**src/rtl/alu_arbiter.sv**
```systemverilog
// alu_arbiter: two-requester front end sharing one combinational ALU, with starvation-bounded priority to requester 0
module alu_arbiter #(
  parameter int XLEN       = 32,
  parameter int STARVE_MAX = 4
) (
  input  logic              clk_i,
  input  logic              rst_ni,
  input  logic [1:0]        req_valid_i,
  output logic [1:0]        req_ready_o,
  input  logic [9:0]        req_aluc_i,
  input  logic [2*XLEN-1:0] req_a_i,
  input  logic [2*XLEN-1:0] req_b_i,
  output logic [1:0]        rsp_valid_o,
  input  logic [1:0]        rsp_ready_i,
  output logic [XLEN-1:0]   rsp_result_o,
  output logic [4:0]        alu_aluc_o,
  output logic [XLEN-1:0]   alu_a_o,
  output logic [XLEN-1:0]   alu_b_o,
  input  logic [XLEN-1:0]   alu_result_i,
  output logic              busy_o
);
  typedef enum logic [1:0] {IDLE, EXEC, RESP} state_t;
  localparam logic [3:0] SMAX = 4'(STARVE_MAX);
  state_t state_q, state_d;
  logic [3:0] starve_q, starve_d;
  logic gnt_q;
  logic [4:0] aluc_q;
  logic [XLEN-1:0] a_q, b_q, res_q;
  logic accept, gnt, exec, resp;
  // requester 1 wins only when alone or once requester 0 has used up its starvation allowance
  assign gnt    = (req_valid_i == 2'b10) || (req_valid_i == 2'b11 && starve_q == SMAX);
  assign accept = (state_q == IDLE) && |req_valid_i;
  assign exec   = state_q == EXEC;
  assign resp   = state_q == RESP;
  assign req_ready_o  = accept ? (gnt ? 2'b10 : 2'b01) : 2'b00;
  assign alu_aluc_o   = exec ? aluc_q : '0;
  assign alu_a_o      = exec ? a_q : '0;
  assign alu_b_o      = exec ? b_q : '0;
  assign rsp_valid_o  = resp ? (gnt_q ? 2'b10 : 2'b01) : 2'b00;
  assign rsp_result_o = resp ? res_q : '0;
  assign busy_o       = state_q != IDLE;
  always_comb begin
    state_d  = state_q;
    starve_d = starve_q;
    state_d  = (state_q == IDLE) ? (accept ? EXEC : IDLE) :
               exec ? RESP : (rsp_ready_i[gnt_q] ? IDLE : RESP);
    starve_d = !accept ? starve_q :
               gnt ? 4'd0 :
               (req_valid_i[1] && starve_q != SMAX) ? starve_q + 4'd1 : starve_q;
  end
  always_ff @(posedge clk_i) begin
    if (!rst_ni) begin
      state_q  <= IDLE;
      starve_q <= '0;
      gnt_q    <= 1'b0;
      aluc_q   <= '0;
      a_q      <= '0;
      b_q      <= '0;
      res_q    <= '0;
    end else begin
      state_q  <= state_d;
      starve_q <= starve_d;
      if (accept) begin
        gnt_q  <= gnt;
        aluc_q <= gnt ? req_aluc_i[9:5] : req_aluc_i[4:0];
        a_q    <= gnt ? req_a_i[2*XLEN-1:XLEN] : req_a_i[XLEN-1:0];
        b_q    <= gnt ? req_b_i[2*XLEN-1:XLEN] : req_b_i[XLEN-1:0];
      end
      if (exec) res_q <= alu_result_i;
    end
  end
endmodule
```
**config.mk**
```make
export PLATFORM = sky130hd
export DESIGN_NAME = alu_arbiter
export DESIGN_NICKNAME = d
export VERILOG_FILES = /design/src/rtl/alu_arbiter.sv
export SDC_FILE = /design/constraint.sdc
export NUM_CORES = 1
export LEC_CHECK = 0
export BUFFER_PORTS_ARGS = -buffer_cell sky130_fd_sc_hd__buf_4
export CAP_MARGIN = 20
export CORE_MARGIN = 2
export CORE_UTILIZATION = 50
export CTS_CLUSTER_DIAMETER = 50
export DETAILED_ROUTE_END_ITERATION = 8
export PLACE_DENSITY = 0.87
export SLEW_MARGIN = 20
export SYNTH_ARGS = -nofsm -noshare
export SYNTH_HDL_FRONTEND = slang
export SYNTH_SLANG_ARGS = --single-unit
```
**constraint.sdc**
```tcl
create_clock -name clk_i -period 4.2 [get_ports clk_i]
set_clock_uncertainty 0.1 [all_clocks]
set_input_delay 0.63 -clock clk_i [delete_from_list [all_inputs] [get_ports clk_i]]
set_output_delay 0.63 -clock clk_i [all_outputs]
set_load 0.1 [all_outputs]
```
==> flow_summary.rst <==
.. list-table::
   :header-rows: 1

   * - Metric
     - Value
   * - Clock-pin transition on the worst setup and hold timing paths
     - 110 ps
   * - Synthesis-to-finish area growth
     - 41.0%
   * - Crit-path slowest cell
     - sky130_fd_sc_hd__nor2b_4
   * - I/O Pins
     - 282
   * - Async SR Flop Fraction
     - 0
   * - Sequential share of power
     - 0.441
   * - Power density normalized to cell area
     - 331 nW/um2
   * - Number of DRC markers in iteration 0
     - 578
   * - Multi-input gate area in the final layout
     - 3060 um2
   * - Sequential share of the synthesized area
     - 0.387
   * - Count of cells along the worst hold path
     - 2
   * - Overall track demand over capacity in global routing
     - 0.305
   * - Destination of the worst hold path
     - res_q[13]
   * - Synth Instances
     - 715
   * - Worst reg-to-reg setup slack
     - 1720 ps
   * - Startpoint type of the worst setup path
     - flip-flop
   * - Portion of total power attributed to the clock network
     - 0.264
   * - Peak-usage layer in the global routing report
     - met2
   * - Number of antenna violations at the first check in global routing
     - 0
   * - CP peak stage delay
     - 680 ps
   * - Max-capacitance violation count
     - 0
   * - Part of the cycle the worst path needs
     - 0.740
   * - Placeable core area
     - 10900 um2
   * - Share of the synthesized area in compound gates (AO/OA/AOI/OAI)
     - 0.269
   * - Number of buffers added on ports
     - 281
   * - Basic-gate share of the synthesized area counting and, or, nand and nor cells
     - 0.266
   * - Mux share of post-synthesis cell area
     - 0.00179
   * - Full die area
     - 12000 um2
   * - Number of optimization iterations in the first detailed-route pass
     - 5
   * - Slew Limit Headroom
     - 0.269
   * - Via count
     - 6424
   * - Fraction of layout instances using a drive strength above 1
     - 0.342
   * - Worst hold slack across all endpoints
     - 357 ps
   * - Crit path required time
     - 3470 ps
   * - Max IR drop VDD
     - 0.000210 V
   * - Cell accounting for the most synthesized area
     - sky130_fd_sc_hd__dfxtp_1
   * - Combinational family with the most area after synthesis
     - compound AO/OA/AOI/OAI gates
   * - Post-detailed-route DRC marker count
     - 0
   * - Overflow left after global routing
     - 0
   * - Yosys warnings
     - 0
   * - Average wire per standard cell
     - 17.7 um
   * - Number of enable-type register cells in the synthesized netlist
     - 0
   * - Most repeated cell in the gate-level netlist after synthesis
     - sky130_fd_sc_hd__dfxtp_1
   * - Min Tclk post-route
     - 3110 ps
   * - Switching portion of total power
     - 0.365
   * - Crit-path max FO
     - 65
   * - Type of the tightest min-delay check
     - flip-flop to flip-flop
   * - Signal arrival time at the worst endpoint
     - 2380 ps
   * - Setup repair after global routing missed its margin
     - false
   * - Adder-cell share of the synthesized area
     - 0.00448
   * - Final setup fails
     - 0
   * - Top_reg_cell synth
     - sky130_fd_sc_hd__dfxtp_1
   * - Filler Cell Count
     - 908
   * - Post-synthesis cell area
     - 5590 um2
   * - Result of the run
     - finished clean
   * - Pin count of the biggest net entering global routing
     - 80
   * - Die width
     - 110 um
   * - WL final
     - 19100 um
   * - Number of instances resized during post-cts repair
     - 0
   * - Post-layout net count
     - 1109
   * - Logic depth of the worst register-to-register path
     - 6
   * - Leakage Power
     - 0.00325 uW
   * - Most common library cells after synthesis
     - sky130_fd_sc_hd__dfxtp_1, sky130_fd_sc_hd__and2_1, sky130_fd_sc_hd__nand4_1, sky130_fd_sc_hd__a31oi_1, sky130_fd_sc_hd__o211ai_1
   * - Number of antenna repair diodes
     - 0
   * - Vertical die dimension
     - 110 um
   * - Largest cells by area after synthesis
     - sky130_fd_sc_hd__dfxtp_1, sky130_fd_sc_hd__and2_1, sky130_fd_sc_hd__o211ai_1
   * - Clk root buf
     - sky130_fd_sc_hd__clkbuf_8
   * - Crit path kind
     - flip-flop to primary output
   * - Via count of the first global-routing pass
     - 5875
   * - H-tree level count
     - 3
   * - Int Pwr
     - 1650 uW
   * - Global-route wire length before repair
     - 29100 um
   * - Storage element area
     - 2160 um2
   * - Final hold vios
     - 0
   * - Endpoint of the most critical register-to-register path
     - b_q[18]
   * - Starting density of the core
     - 0.513
   * - Count of hold buffers inserted by post-cts repair
     - 0
   * - Rows
     - 38
   * - Number of max-slew violations in the final report
     - 0
   * - Worst setup EP type
     - primary output
   * - Clock tree from TritonCTS
     - yes
   * - Routed via count divided by cell count
     - 5.97
   * - Latest clock arrival within the worst-skew pair
     - 370 ps
   * - Net switching power
     - 950 uW
   * - Synthesized area divided by synthesized cell count
     - 7.81 um2
   * - Clock Sink Count
     - 108
   * - Met2 Resource Use GR
     - 0.509
   * - Top achievable clock speed
     - 0.322 GHz
   * - Slew at the pin with the worst max-slew slack
     - 1100 ps
   * - Met1 Resource Use GR
     - 0.376
   * - Cts bufs inserted
     - 9
   * - Yosys top cell area share
     - 0.387
   * - Post-synthesis register bit count
     - 108
   * - Sum of negative setup slack
     - 0 ps
   * - Startpoint of the lowest-slack register-to-register path
     - starve_q[0]
   * - Total nets after synthesis
     - 893
   * - Antenna-violating nets left
     - 0
   * - Synthesized-area fraction occupied by xor and xnor cells
     - 0
   * - Source of the worst hold timing path
     - res_q[13]
   * - Setup Buffers After CTS
     - 0
   * - Final HPWL DP
     - 12600 um
   * - Number of unique standard cell types used by synthesis
     - 34
   * - Cell-by-cell trace of the critical path
     - nor2b_4 > buf_12 > and2_1 > buf_4
   * - Global Route met3 Usage
     - 0.0800
   * - Part of the total power dissipated in combinational logic
     - 0.295
   * - Final Wtd Congestion
     - 0.851
   * - Max Buffers Root-to-Sink
     - 2
[worst max-delay path: cells and delay by family, from the launching register on]
family                 cells  cell delay, ps
buffers and inverters      2             610
DFF                        1             490
and+or+nand+nor            2             870
[placed cells by master, fill, tap and decap left out, types with 2 or more instances in the layout]
| cell type | Yosys | layout |
|---|---|---|
| sky130_fd_sc_hd__nor3_1 | 3 | 3 |
| sky130_fd_sc_hd__nand3_1 | 2 | 2 |
| sky130_fd_sc_hd__nor2_4 | 0 | 2 |
| sky130_fd_sc_hd__o21ai_0 | 50 | 50 |
| sky130_fd_sc_hd__ha_1 | 2 | 2 |
| sky130_fd_sc_hd__inv_8 | 0 | 2 |
| sky130_fd_sc_hd__o211ai_1 | 69 | 69 |
| sky130_fd_sc_hd__a21oi_1 | 36 | 36 |
| sky130_fd_sc_hd__inv_1 | 2 | 2 |
| sky130_fd_sc_hd__buf_12 | 0 | 3 |
| sky130_fd_sc_hd__a31oi_1 | 70 | 70 |
| sky130_fd_sc_hd__buf_4 | 2 | 291 |
| sky130_fd_sc_hd__dfxtp_1 | 108 | 108 |
| sky130_fd_sc_hd__o21ai_1 | 19 | 19 |
| sky130_fd_sc_hd__nor2b_1 | 3 | 2 |
| sky130_fd_sc_hd__inv_6 | 0 | 2 |
| sky130_fd_sc_hd__nand3b_1 | 2 | 2 |
| sky130_fd_sc_hd__nand2_1 | 68 | 68 |
| sky130_fd_sc_hd__clkbuf_8 | 0 | 9 |
| sky130_fd_sc_hd__inv_2 | 3 | 2 |
| sky130_fd_sc_hd__and2_1 | 102 | 102 |
| sky130_fd_sc_hd__nand4_1 | 72 | 72 |
[power groups by stage]
stage               clock [uW]  combinational, uW  sequential (uW)
detailed placement           0                762             1170
global placement             0                752             1170
finish                     687                769             1150
CTS                        694                764             1150
floorplan                    0                516             1150
global route               731                818             1160
[cell type report]
cell class / count / area share
inverter: 5 / 0.00254
tap: 140 / 0.0222
sequential: 108 / 0.275
timing repair buffer: 295 / 0.286
clock buffer: 10 / 0.0162
multi-input combinational: 512 / 0.388
clock inverter: 6 / 0.0100
[per-stage QoR]
step | area (um2) | worst slack [ps] | utilization | total power, uW | cells
2_1_floorplan | 5590 | 903 | - | 1670 | 715
3_3_place_gp | 7640 | 1410 | 0.702 | 1920 | 1058
3_5_place_dp | 7650 | 1390 | 0.703 | 1930 | 1059
4_1_cts | 7860 | 1110 | 0.722 | 2610 | 1075
5_1_grt | 7880 | 945 | 0.723 | 2710 | 1076
6_report | 7880 | 1090 | 0.723 | 2600 | 1076
[worst max path at each step]
stage                    from              to  slack [ps]  cells past startpoint
2_1_floorplan  req_valid_i[1]  req_ready_o[1]         900                      3
3_3_place_gp   req_valid_i[0]         a_q[12]        1410                      5
3_5_place_dp   req_valid_i[0]          a_q[2]        1390                      5
4_1_cts            state_q[0]     alu_a_o[15]        1110                      4
5_1_grt            state_q[0]     alu_a_o[27]         950                      4
6_report           state_q[0]     alu_a_o[15]        1090                      4
[layer usage]
metal / wire (um) / part of all wire / vias to the layer above
li1: - / - / 3055
met1: 7320 / 0.38 / 2947
met2: 9190 / 0.48 / 378
met3: 1990 / 0.10 / 44
met4: 567 / 0.030 / 0
met5: 0 / 0 / -
[flip-flops by register name, summed over array words and instances, names as in the netlist]
name / cells
a_q: 32
aluc_q: 5
b_q: 32
gnt_q: 1
res_q: 32
starve_q: 4
state_q: 2
[logic make-up (layout without fill, tap and decap cells)]
logic type / Yosys count / after routing
DFF: 108 / 108
muxes: 1 / 1
AOI/OAI and AO/OA: 246 / 246
adders and majority gates: 2 / 2
and+or+nand+nor: 263 / 263
buffers and inverters: 95 / 316
No activity file was read; power rests on OpenSTA's default activity.
